**src/rtl/iob_sim_iob_arbiter_pkg.sv**
```systemverilog
// rtl/iob_sim_iob_arbiter_pkg.sv - shared defaults and helpers for the IOb arbiter
package iob_sim_iob_arbiter_pkg;

    localparam int DEF_N_MASTERS  = 2;
    localparam int DEF_RD_DEPTH_W = 2;

    // Index width for n channels; a single channel still needs a 1-bit index
    function automatic int idx_w(input int n);
        return (n > 1) ? $clog2(n) : 1;
    endfunction

endpackage

```
**src/rtl/iob_sim_arb_tag_fifo.sv**
```systemverilog
// rtl/iob_sim_arb_tag_fifo.sv - tag FIFO recording the issuing master of each outstanding read
module iob_sim_arb_tag_fifo #(
    parameter int W       = 1,
    parameter int DEPTH_W = 2
) (
    input  logic         clk_i,
    input  logic         arst_n_i,
    input  logic         push_i,
    input  logic [W-1:0] data_i,
    input  logic         pop_i,
    output logic [W-1:0] data_o,
    output logic         full_o,
    output logic         empty_o
);

    localparam int DEPTH = 1 << DEPTH_W;

    logic [W-1:0]       mem_q [DEPTH];
    logic [W-1:0]       mem_d [DEPTH];
    logic [DEPTH_W-1:0] wr_ptr_q, wr_ptr_d;
    logic [DEPTH_W-1:0] rd_ptr_q, rd_ptr_d;
    logic [DEPTH_W:0]   count_q, count_d;
    logic               do_push, do_pop;

    assign full_o  = (count_q == (DEPTH_W + 1)'(DEPTH));
    assign empty_o = (count_q == '0);
    assign data_o  = mem_q[rd_ptr_q];

    // Pointer/count update; a push into a full FIFO is allowed only when the head leaves in the same cycle
    always_comb begin
        mem_d    = mem_q;
        wr_ptr_d = wr_ptr_q;
        rd_ptr_d = rd_ptr_q;
        count_d  = count_q;
        do_push  = push_i & (~full_o | pop_i);
        do_pop   = pop_i & ~empty_o;
        if (do_push) begin
            mem_d[wr_ptr_q] = data_i;
            wr_ptr_d        = wr_ptr_q + DEPTH_W'(1);
        end
        if (do_pop) begin
            rd_ptr_d = rd_ptr_q + DEPTH_W'(1);
        end
        if (do_push && !do_pop) begin
            count_d = count_q + (DEPTH_W + 1)'(1);
        end else if (!do_push && do_pop) begin
            count_d = count_q - (DEPTH_W + 1)'(1);
        end
    end

    // State registers
    always_ff @(posedge clk_i or negedge arst_n_i) begin
        if (!arst_n_i) begin
            for (int i = 0; i < DEPTH; i++) begin
                mem_q[i] <= '0;
            end
            wr_ptr_q <= '0;
            rd_ptr_q <= '0;
            count_q  <= '0;
        end else begin
            mem_q    <= mem_d;
            wr_ptr_q <= wr_ptr_d;
            rd_ptr_q <= rd_ptr_d;
            count_q  <= count_d;
        end
    end

endmodule

```
**src/rtl/iob_sim_iob_arbiter.sv**
```systemverilog
// rtl/iob_sim_iob_arbiter.sv - round-robin N-master IOb arbiter with in-order read response routing
module iob_sim_iob_arbiter
    import iob_sim_iob_arbiter_pkg::*;
#(
    parameter int N_MASTERS  = DEF_N_MASTERS,
    parameter int ADDR_W     = 3,
    parameter int DATA_W     = 32,
    parameter int RD_DEPTH_W = DEF_RD_DEPTH_W
) (
    input  logic                            clk_i,
    input  logic                            arst_n_i,
    input  logic                            cke_i,
    input  logic [N_MASTERS-1:0]            m_avalid_i,
    input  logic [N_MASTERS*ADDR_W-1:0]     m_addr_i,
    input  logic [N_MASTERS*DATA_W-1:0]     m_wdata_i,
    input  logic [N_MASTERS*DATA_W/8-1:0]   m_wstrb_i,
    output logic [N_MASTERS-1:0]            m_ready_o,
    output logic [N_MASTERS-1:0]            m_rvalid_o,
    output logic [DATA_W-1:0]               m_rdata_o,
    output logic                            s_avalid_o,
    output logic [ADDR_W-1:0]               s_addr_o,
    output logic [DATA_W-1:0]               s_wdata_o,
    output logic [DATA_W/8-1:0]             s_wstrb_o,
    input  logic                            s_ready_i,
    input  logic                            s_rvalid_i,
    input  logic [DATA_W-1:0]               s_rdata_i,
    output logic                            err_o
);

    localparam int IDX_W  = idx_w(N_MASTERS);
    localparam int STRB_W = DATA_W / 8;

    logic               active;
    logic [IDX_W-1:0]   rr_ptr_q, rr_ptr_d;
    logic [IDX_W-1:0]   lock_idx_q, lock_idx_d;
    logic               lock_q, lock_d;
    logic               err_q, err_d;
    logic [IDX_W-1:0]   grant;
    logic               found;
    int                 idx;
    logic               g_avalid;
    logic               is_read;
    logic               accept;
    logic               fifo_push, fifo_pop, fifo_full, fifo_empty;
    logic [IDX_W-1:0]   fifo_head;

    // Nothing is issued or returned while in reset or with the clock enable low
    assign active    = arst_n_i & cke_i;
    assign err_o     = err_q;
    assign m_rdata_o = s_rdata_i;

    // Grant: a locked (stalled) request keeps its master, otherwise round-robin from rr_ptr
    always_comb begin
        grant = rr_ptr_q;
        found = 1'b0;
        idx   = 0;
        if (lock_q) begin
            grant = lock_idx_q;
        end else begin
            for (int i = 0; i < N_MASTERS; i++) begin
                idx = (int'(rr_ptr_q) + i) % N_MASTERS;
                if (!found && m_avalid_i[idx]) begin
                    found = 1'b1;
                    grant = IDX_W'(idx);
                end
            end
        end
    end

    // Request mux of the granted master's packed fields
    always_comb begin
        g_avalid  = 1'b0;
        s_addr_o  = '0;
        s_wdata_o = '0;
        s_wstrb_o = '0;
        for (int k = 0; k < N_MASTERS; k++) begin
            if (grant == IDX_W'(k)) begin
                g_avalid  = m_avalid_i[k];
                s_addr_o  = m_addr_i[k*ADDR_W +: ADDR_W];
                s_wdata_o = m_wdata_i[k*DATA_W +: DATA_W];
                s_wstrb_o = m_wstrb_i[k*STRB_W +: STRB_W];
            end
        end
    end

    // Request issue; a read needs a free tag slot, or the head slot retiring in this same cycle
    always_comb begin
        is_read    = ~|s_wstrb_o;
        s_avalid_o = active & g_avalid & ~(is_read & fifo_full & ~s_rvalid_i);
        accept     = s_avalid_o & s_ready_i;
        fifo_push  = accept & is_read;
        m_ready_o  = '0;
        for (int k = 0; k < N_MASTERS; k++) begin
            if (grant == IDX_W'(k)) begin
                m_ready_o[k] = accept;
            end
        end
    end

    // Response demux: the oldest outstanding read tag selects the master receiving rvalid
    always_comb begin
        fifo_pop   = active & s_rvalid_i & ~fifo_empty;
        m_rvalid_o = '0;
        for (int k = 0; k < N_MASTERS; k++) begin
            if (fifo_head == IDX_W'(k)) begin
                m_rvalid_o[k] = fifo_pop;
            end
        end
    end

    // Next state for round-robin pointer, lock and sticky error; frozen while cke_i is low
    always_comb begin
        rr_ptr_d   = rr_ptr_q;
        lock_d     = lock_q;
        lock_idx_d = lock_idx_q;
        err_d      = err_q;
        if (cke_i) begin
            lock_d = s_avalid_o & ~s_ready_i;
            if (s_avalid_o) begin
                lock_idx_d = grant;
            end
            if (accept) begin
                rr_ptr_d = (int'(grant) == N_MASTERS - 1) ? '0 : grant + IDX_W'(1);
            end
            if (s_rvalid_i && fifo_empty) begin
                err_d = 1'b1;
            end
        end
    end

    // State registers
    always_ff @(posedge clk_i or negedge arst_n_i) begin
        if (!arst_n_i) begin
            rr_ptr_q   <= '0;
            lock_q     <= 1'b0;
            lock_idx_q <= '0;
            err_q      <= 1'b0;
        end else begin
            rr_ptr_q   <= rr_ptr_d;
            lock_q     <= lock_d;
            lock_idx_q <= lock_idx_d;
            err_q      <= err_d;
        end
    end

    iob_sim_arb_tag_fifo #(
        .W       (IDX_W),
        .DEPTH_W (RD_DEPTH_W)
    ) u_tag_fifo (
        .clk_i    (clk_i),
        .arst_n_i (arst_n_i),
        .push_i   (fifo_push),
        .data_i   (grant),
        .pop_i    (fifo_pop),
        .data_o   (fifo_head),
        .full_o   (fifo_full),
        .empty_o  (fifo_empty)
    );

endmodule

```
**config.mk**
```make
export PLATFORM = sky130hd
export DESIGN_NAME = iob_sim_iob_arbiter
export DESIGN_NICKNAME = d
export VERILOG_FILES = /design/src/rtl/iob_sim_iob_arbiter_pkg.sv /design/src/rtl/iob_sim_arb_tag_fifo.sv /design/src/rtl/iob_sim_iob_arbiter.sv
export SDC_FILE = /design/constraint.sdc
export NUM_CORES = 1
export LEC_CHECK = 0
export ABC_CLOCK_PERIOD_IN_PS = 2200
export CAP_MARGIN = 20
export CORE_UTILIZATION = 25
export CTS_CLUSTER_SIZE = 30
export DETAILED_ROUTE_END_ITERATION = 8
export MAX_ROUTING_LAYER = met4
export PLACE_DENSITY = 0.8
export SLEW_MARGIN = 20
export SYNTH_ARGS = -nofsm -noshare
export SYNTH_HDL_FRONTEND = slang
export SYNTH_SLANG_ARGS = --single-unit
```
**constraint.sdc**
```tcl
create_clock -name clk_i -period 2.2 [get_ports clk_i]
set_input_delay 0.44 -clock clk_i [delete_from_list [all_inputs] [get_ports clk_i]]
set_output_delay 0.44 -clock clk_i [all_outputs]
set_load 0.02 [all_outputs]
```
# == Word-level counts from Yosys, hierarchy flattened ==
# Index checks and enable logic that the tools add are counted.
# totals
output_inout_bits,77
reg_bits,15
input_bits,117
elab_cells,85
# op_classes
n_eq_ne,1
bitwise_logic,21
n_reduce_logical,15
add_sub_neg,6
n_lt_le_gt_ge,5
mux,26
# op_table
operator,n
two-way mux 32 bit,1
two-way mux 1 bit,18
bitwise AND 1 bit,12
two-way mux 3 bit,3
">= comparator 3 bit, second input constant",2
NOT 2 -> 3 bit,2
AND reduction 2 bit,3
logical AND 1 bit,5
NOT 1 bit,5
"adder 2 x 1 -> 2 bit, second input constant",2
bitwise mux 4 bit,1
logical NOT 1 bit,4
two-way mux 4 bit,1
OR reduction 4 bit,1
"adder 3 x 1 -> 3 bit, second input constant",1
"equality test 3 bit, second input constant",1
logical NOT 3 bit,1
"< comparator 2 x 3 -> 1 bit, second input constant",1
"< comparator 3 x 1 -> 1 bit, second input constant",1
"subtractor 3 x 1 -> 3 bit, second input constant",1
"adder 1 bit, second input constant",2
binary-select mux 1 bit (select 2 bit),1
demux 1 bit (select 2 bit),1
"< comparator 1 x 2 -> 1 bit, second input constant",1
other kinds (3),3

# == Logic depth before layout (Yosys ltp) ==
# Gate-level depths: netlist of the first run.
# depth
ltp_word,22
mapped_depth,10
mapped_depth_nobuf,10

# == By module ==
# Synthesis of the first run repeated with hierarchy kept, for this count alone.
# unflattened
cells_unflattened,161
area_unflattened_um2,1707.9
# modules_own_cells
module,seq_area_each_um2,cells_per_inst,area_per_inst_um2,instances
iob_sim_iob_arbiter,100.1,113,1103.6,1
iob_sim_arb_tag_fifo,275.3,48,604.3,1

# == Worst setup path after synthesis of the first run ==
# OpenSTA, ideal clock, no wires.
# synth_path
path_kind,in2reg
startpoint,input m_wstrb_i[2]
endpoint,register u_tag_fifo.count_q[2]
arrival_time_ns,2.225
cell_stages,9
slack_ns,-0.104
n_path_buf,0
setup_ns,0.079
t_required_ns,2.121
path_cell_list,nor4_2 nand3_1 a21oi_4 ha_1 inv_1 fa_1 xor2_1 nor2_1 xor2_1
# synth_between
elab_chain_len,13
elab_cells_between_ends,15
cone_classes,2 x mux; 7 x bitwise; 6 x reduce/logical
# synth_rtl
item,line,source
from (decl),iob_sim_iob_arbiter.sv:16,"input logic [N_MASTERS*DATA_W/8-1:0] m_wstrb_i,"
two-way mux 4 bit *,iob_sim_iob_arbiter.sv:77,if (grant == IDX_W'(k)) begin
OR reduction 4 bit *,iob_sim_iob_arbiter.sv:88,is_read = ~|s_wstrb_o;
logical NOT 1 bit *,iob_sim_iob_arbiter.sv:88,
bitwise AND 1 bit (2 in a row),iob_sim_iob_arbiter.sv:89,s_avalid_o = active & g_avalid & ~(is_read & fifo_full & ~s_rvalid_i);
NOT 1 bit,iob_sim_iob_arbiter.sv:89,
bitwise AND 1 bit,iob_sim_iob_arbiter.sv:89,
bitwise AND 1 bit,iob_sim_iob_arbiter.sv:90,accept = s_avalid_o & s_ready_i;
bitwise AND 1 bit *,iob_sim_iob_arbiter.sv:91,fifo_push = accept & is_read;
bitwise AND 1 bit *,iob_sim_arb_tag_fifo.sv:35,do_push = push_i & (~full_o | pop_i);
net u_tag_fifo.do_push,iob_sim_arb_tag_fifo.sv:23,"logic do_push, do_pop;"
logical NOT 1 bit,iob_sim_arb_tag_fifo.sv:46,end else if (!do_push && do_pop) begin
logical AND 1 bit,iob_sim_arb_tag_fifo.sv:46,
nonzero test 2 bit (no source line),-,
to (signal assigned),iob_sim_arb_tag_fifo.sv:64,count_q <= count_d;
to (decl),iob_sim_arb_tag_fifo.sv:22,"logic [DEPTH_W:0] count_q, count_d;"
# The timed path passes the listed nets; every way through them passes the cells marked *.
# A chain may end at the register's enable or synchronous reset.

# == Worst setup path after layout of the first run ==
# layout_path
startpoint,register lock_q
endpoint,output s_addr_o[0]
# layout_between
elab_chain_len,2
# layout_rtl
item,line,source
from (decl),iob_sim_iob_arbiter.sv:36,"logic lock_q, lock_d;"
from (signal assigned),iob_sim_iob_arbiter.sv:140,lock_q <= lock_d;
two-way mux 1 bit,iob_sim_iob_arbiter.sv:57,if (lock_q) begin
two-way mux 3 bit,iob_sim_iob_arbiter.sv:77,
to (decl),iob_sim_iob_arbiter.sv:21,"output logic [ADDR_W-1:0] s_addr_o,"
# No other way between the ends.

==> results of run 1 <==
-- flip-flops by register name, summed over array words and instances, names as in the netlist --
signal and count:
err_o 1, lock_idx_q 1, lock_q 1, rr_ptr_q 1, u_tag_fifo.count_q 3, u_tag_fifo.mem_q 4, u_tag_fifo.rd_ptr_q 2, u_tag_fifo.wr_ptr_q 2
-- logic make-up (layout without fill, tap and decap cells) --
logic type,count (synthesis),in the layout,synth area share
xor gates and xnor gates,6,6,0.03141
AOI/OAI and AO/OA,24,24,0.1002
DFF,15,15,0.2244
buffers and inverters,43,208,0.1832
adders and majority gates,6,6,0.04936
and+or+nand+nor,32,32,0.1070
muxes,44,44,0.3044
-- repair_timing --
action	in CTS	in global routing
setup endpoints to repair	46	41
setup buffers	31	7
hold endpoints to repair	0	0
pin swaps	10	12
gates resized for setup	317	33
gates cloned	3	0
-- how the worst max path moves through the flow --
stage                                  to          start  depth (start not counted)  slack, ns
floorplan           u_tag_fifo.count_q[2]   m_wstrb_i[7]                          9      -0.05
global placement             s_wstrb_o[0]  m_avalid_i[1]                          7      -0.71
detailed placement          s_wdata_o[19]  m_avalid_i[1]                          7      -0.72
CTS                         s_wdata_o[25]         lock_q                         10      -0.24
global route                  s_addr_o[0]         lock_q                          9      -0.19
finish                        s_addr_o[0]         lock_q                          9      -0.14
-- metal layers --
metal  share of wire  GRT usage
met5               0          -
met4          0.0028    0.02821
met3           0.081    0.03165
met1            0.42     0.2500
met2            0.50     0.3502
-- placed cells by master, fill, tap and decap left out, types with 2 or more instances in the layout --
master,Yosys,layout
dlygate4sd2_1,0,6
and2_1,2,2
a21oi_1,6,6
nand2b_1,2,2
buf_12,0,2
buf_4,32,49
ha_1,5,4
clkdlybuf4s50_1,0,72
xor2_1,2,2
nand2_1,10,10
xnor2_1,4,4
nor2_1,7,6
clkbuf_8,0,3
buf_6,3,49
inv_2,0,2
a31oi_1,5,5
buf_8,0,4
o21ai_0,6,6
nor4_4,1,2
mux2_4,1,36
clkbuf_2,0,4
dfrtp_1,15,15
inv_1,6,4
buf_2,2,8
nand3_2,0,3
buf_16,0,2
mux2_2,41,6
-- worst max-delay path: stages, from the launching register on --
cell and delay [ns]:
dfrtp_1 0.40, inv_2 0.08, o211ai_2 0.08, and2_4 0.16, buf_6 0.12, buf_6 0.12, buf_16 0.14, buf_6 0.12
mux2_4 0.30, buf_6 0.13
-- cell type report --
type / count / area share
multi-input cells: 112 / 0.3266
clock buffers: 4 / 0.01229
inverters: 6 / 0.006143
repair buffers: 198 / 0.5263
well taps: 77 / 0.02628
flip-flops and latches: 15 / 0.1024
-- power by group through the flow --
stage	clock network (mW)	logic, mW	registers (mW)
5_1_grt	0.244	2.12	0.445
2_1_floorplan	0	0.844	0.454
3_3_place_gp	0	1.48	0.429
4_1_cts	0.233	1.98	0.429
3_5_place_dp	0	1.50	0.433
6_report	0.234	2.02	0.432
==> results.py, run 1 <==
metrics = {
    "pwr": {
        "internal-power_mw": 1.696,
        "powerDensity_mw_per_mm2": 731.1,
        "irDropWorstVdd_mv": 0.4216,
        "total_power_mw": 2.680,
        "power.leakage_nw": 1.730,
        "combPwrFrac": 0.752,
        "seq_power_share": 0.161,
        "clockPowerShare": 0.087,
        "switching_power_mw": 0.9846,
        "switching_share": 0.3673,
    },
    "timing": {
        "setup_viol": 33,
        "final.setup.tns_ns": -1.399,
        "rsz0062_at_grt": "yes",
        "skew_ns": 0.009849,
        "max_freq_mhz": 427.9,
        "fin_crit_sh": 1.062,
        "hold-worst-slack_ns": 0.1673,
        "slew_viol_final": 0,
        "worst_slack_ns": -0.1370,
        "hold_viol": 0,
        "fin_crit_ns": 2.337,
        "slew_headroom": 0.8184,
        "worst_pin_slew_ns": 0.2704,
    },
    "critical_path": {
        "start_kind": "flop",
        "critPathMaxFanout": 7,
        "cp.required_ns": 1.76,
        "crit_type": "flop to primary output",
        "r2r_setup_slack_ns": -0.03,
        "cp-end-kind": "primary output",
        "r2r_start": "lock_q",
        "cp.arrival_ns": 1.90,
        "rr_endpoint": "u_tag_fifo.count_q[2]",
        "reg2reg_depth": 11,
    },
    "final_layout": {
        "seq_area_um2": 375.4,
        "n_fill_cell": 548,
        "multiInputGateArea_mm2": 0.001197,
        "drive_gt1_frac": 0.5552,
        "final_area_mm2": 0.003666,
        "post-route-util": 0.5708,
        "nNetsFinal": 459,
        "final_cells": 412,
        "area_growth_syn_to_layout_pct": 119.1,
        "n_antenna_cell": 0,
    },
    "clock_network": {
        "clockRootBuffer": "clkbuf_8",
        "numClockSinks": 15,
        "clock_path_buffers": 2,
        "cts_tree": "built",
        "clock_latency_ns": 0.25,
        "hold_buffers": 0,
        "htree_levels": 1,
        "clkTransAtPathRegs_ns": 0.07,
        "cts_buffers": 3,
    },
    "detailed_routing": {
        "drc": 29,
        "wire_per_inst_um": 17.31,
        "num_vias": 1905,
        "drt_wl_total_um": 7130,
        "drtIter0Drc": 59,
        "antenna_left": 0,
        "first_pass_iters": 6,
        "via_per_inst": 4.624,
    },
    "yosys": {
        "yosysMostFrequentCell": "mux2_2",
        "netlist_top_cells_area": "mux2_2, dfrtp_1, buf_4",
        "syn_inst": 170,
        "syn_area_mm2": 0.001673,
        "ys_ff_latch": 15,
        "yosysWarnings": 0,
        "ys_seq_area_frac": 0.2244,
        "async_flop_share": 1.000,
        "synthFlopType": "dfrtp_1",
        "synthTopCellsByCount": "mux2_2, buf_4, dfrtp_1",
        "avgSynthCellArea_um2": 9.840,
        "synth.top_cell.area_share": 0.2760,
        "ys_types": 35,
        "yosysTopAreaCell": "mux2_2",
        "synth_nets": 293,
        "synth-edff-count": 0,
    },
    "global_routing": {
        "gr-total-overflow": 0,
        "grt_pass1_vias": 2046,
        "grt_antenna_before_repair": 0,
        "grt_max_degree": 10,
        "grt_pass1_wl_um": 10920,
        "grt_use_total": 0.2008,
    },
    "floorplan": {
        "die_h_um": 83.80,
        "die_area_mm2": 0.007022,
        "ios": 194,
        "chipWidth_um": 83.80,
        "initial_core_util": 0.2605,
        "row_count": 29,
        "coreArea_mm2": 0.006422,
    },
    "status": {
        "status": "finished with violations",
        "failed_checks": "design-rule violations, negative setup slack",
    },
    "min_path": {
        "hold_class": "input pin to asynchronous set/reset pin",
    },
    "placement": {
        "place_area_mm2": 0.003085,
        "gp_congestion": 0.8388,
        "io_buffers": 129,
        "dp_slack_ns": -0.7201,
        "dp_cells": 375,
        "dpl.hpwl_um": 5022,
    },
    "flow_run": {
        "maxCapViolations": 0,
    },
}
Note: power is estimated with default switching activity, not from simulation.
==> run 2: changes to the inputs <==
Settings changed: CORE_MARGIN set to 3.
==> run 2 against run 1 <==
  * The run ends with negative setup slack left
  * Non-clock buffer count decreased by 16
  * Power decreased by 2.4%
  * Via count decreased by 0.10%
  * Clock-buffer cell count unchanged
  * Flip-flop and latch count unchanged
  * Utilization decreased by 1.9 points
  * Worst hold slack improved by 0.16 ns
  * Wire length increased by 6.0%
  * Highest routed layer unchanged
==> results.py, run 2 (synthesis gave the netlist of run 1 again) <==
metrics = {
    "timing": {
        "rsz0062_at_grt": "yes",
        "fin_crit_sh": 1.006,
        "slew_viol_final": 0,
        "hold-worst-slack_ns": 0.3250,
        "worst_pin_slew_ns": 0.2741,
        "slew_headroom": 0.8159,
        "hold_viol": 0,
        "worst_slack_ns": -0.01224,
        "setup_viol": 5,
        "fin_crit_ns": 2.212,
        "final.setup.tns_ns": -0.03238,
        "max_freq_mhz": 452.0,
        "skew_ns": 0.003142,
    },
    "global_routing": {
        "grt_antenna_before_repair": 0,
        "grt_pass1_wl_um": 10270,
        "grt_max_degree": 12,
        "grt_pass1_vias": 1989,
        "grt_use_total": 0.1796,
        "gr-total-overflow": 0,
    },
    "floorplan": {
        "row_count": 29,
        "ios": 194,
        "chipWidth_um": 87.80,
        "die_h_um": 87.80,
        "initial_core_util": 0.2605,
        "die_area_mm2": 0.007709,
        "coreArea_mm2": 0.006422,
    },
    "detailed_routing": {
        "antenna_left": 0,
        "wire_per_inst_um": 19.09,
        "num_vias": 1903,
        "via_per_inst": 4.806,
        "drtIter0Drc": 42,
        "drc": 0,
        "first_pass_iters": 4,
        "drt_wl_total_um": 7561,
    },
    "clock_network": {
        "cts_tree": "built",
        "hold_buffers": 0,
        "htree_levels": 1,
        "clockRootBuffer": "clkbuf_8",
        "clock_path_buffers": 2,
        "numClockSinks": 15,
        "clock_latency_ns": 0.25,
        "clkTransAtPathRegs_ns": 0.06,
        "cts_buffers": 3,
    },
    "critical_path": {
        "critPathMaxFanout": 6,
        "rr_endpoint": "u_tag_fifo.count_q[2]",
        "r2r_start": "lock_q",
        "crit_type": "input pin to primary output",
        "cp.required_ns": 1.76,
        "cp.arrival_ns": 1.77,
        "cp-end-kind": "primary output",
        "start_kind": "input pin",
        "r2r_setup_slack_ns": 0.04,
        "startpoint": "m_avalid_i[1]",
        "reg2reg_depth": 11,
    },
    "status": {
        "status": "finished with violations",
        "failed_checks": "negative setup slack",
    },
    "placement": {
        "dpl.hpwl_um": 5502,
        "io_buffers": 129,
        "gp_congestion": 0.8389,
        "dp_cells": 372,
    },
    "final_layout": {
        "drive_gt1_frac": 0.5455,
        "mostFrequentLayoutCells": "clkdlybuf4s50_1, buf_4, buf_6",
        "area_growth_syn_to_layout_pct": 112.0,
        "regMostFlops": "u_tag_fifo.mem_q",
        "post-route-util": 0.5521,
        "multiInputGateArea_mm2": 0.001222,
        "n_antenna_cell": 0,
        "final_common_cell": "clkdlybuf4s50_1",
        "largest_reg_flops": 4,
        "nNetsFinal": 443,
        "top_regs": "u_tag_fifo.mem_q: 4 flops, u_tag_fifo.count_q: 3 flops",
        "final_cells": 396,
        "seq_area_um2": 375.4,
        "n_fill_cell": 560,
    },
    "pwr": {
        "power.leakage_nw": 1.658,
        "powerDensity_mw_per_mm2": 738.1,
        "irDropWorstVdd_mv": 0.4271,
        "total_power_mw": 2.617,
    },
    "flow_run": {
        "maxCapViolations": 0,
    },
    "min_path": {
        "hold_class": "input pin to asynchronous set/reset pin",
    },
}
## run 2: cell types whose count changed in the layout (fill, tap and decap cells not counted), moves of 2 or more
| cell | change |
|---|---|
| buf_12 | +3 |
| buf_16 | -2 |
| buf_2 | -2 |
| buf_4 | -2 |
| buf_6 | -10 |
| buf_8 | -2 |
| nand2_1 | -2 |
| nand2_2 | +2 |
## run 2: timing repair
item / in CTS / in global routing
gates resized for setup: 289 / 59
cloned: 4 / 0
pin swaps: 15 / 14
setup buffers: 15 / 4
setup endpoints to repair: 46 / 42
## run 2: worst max-delay path by stage
stage	end
6_report	s_wdata_o[0]
3_3_place_gp	s_wdata_o[15]
2_1_floorplan	u_tag_fifo.count_q[2]
4_1_cts	s_wdata_o[20]
5_1_grt	s_wdata_o[0]
3_5_place_dp	s_wdata_o[14]
## run 2: layout make-up
class / count / area share
clock buffer: 4 / 0.01270
multi-input combinational: 112 / 0.3447
sequential: 15 / 0.1059
tap: 77 / 0.02717
inverter: 6 / 0.006351
timing repair buffer: 182 / 0.5032
## run 2: metrics by stage
stage	setup WS, ns	cell area [µm²]
CTS	-0.08497	3392
global placement	-0.7085	3063
floorplan	-0.04613	1687
finish	-0.01224	3546
global route	-0.06690	3546
detailed placement	-0.7319	3063
## run 2: worst max-delay path, cell delays in order
cell       delay (ns)
buf_6            0.09
nor2b_4          0.11
o211ai_2         0.17
and2_4           0.20
bufbuf_16        0.26
mux2_2           0.33
buf_4            0.16
## run 2: metal layers
metal  track usage  vias up  wire length (µm)
li1              -      866                 -
met1        0.2030      928              2982
met2        0.3205      100              3794
met3       0.03669        9               683
met4       0.04742        0               101
met5             -        -                 0
## run 2: report_power, final
group | internal, mW | switching (mW)
registers | 0.363 | 0.0765
clock network | 0.129 | 0.103
logic | 1.14 | 0.808
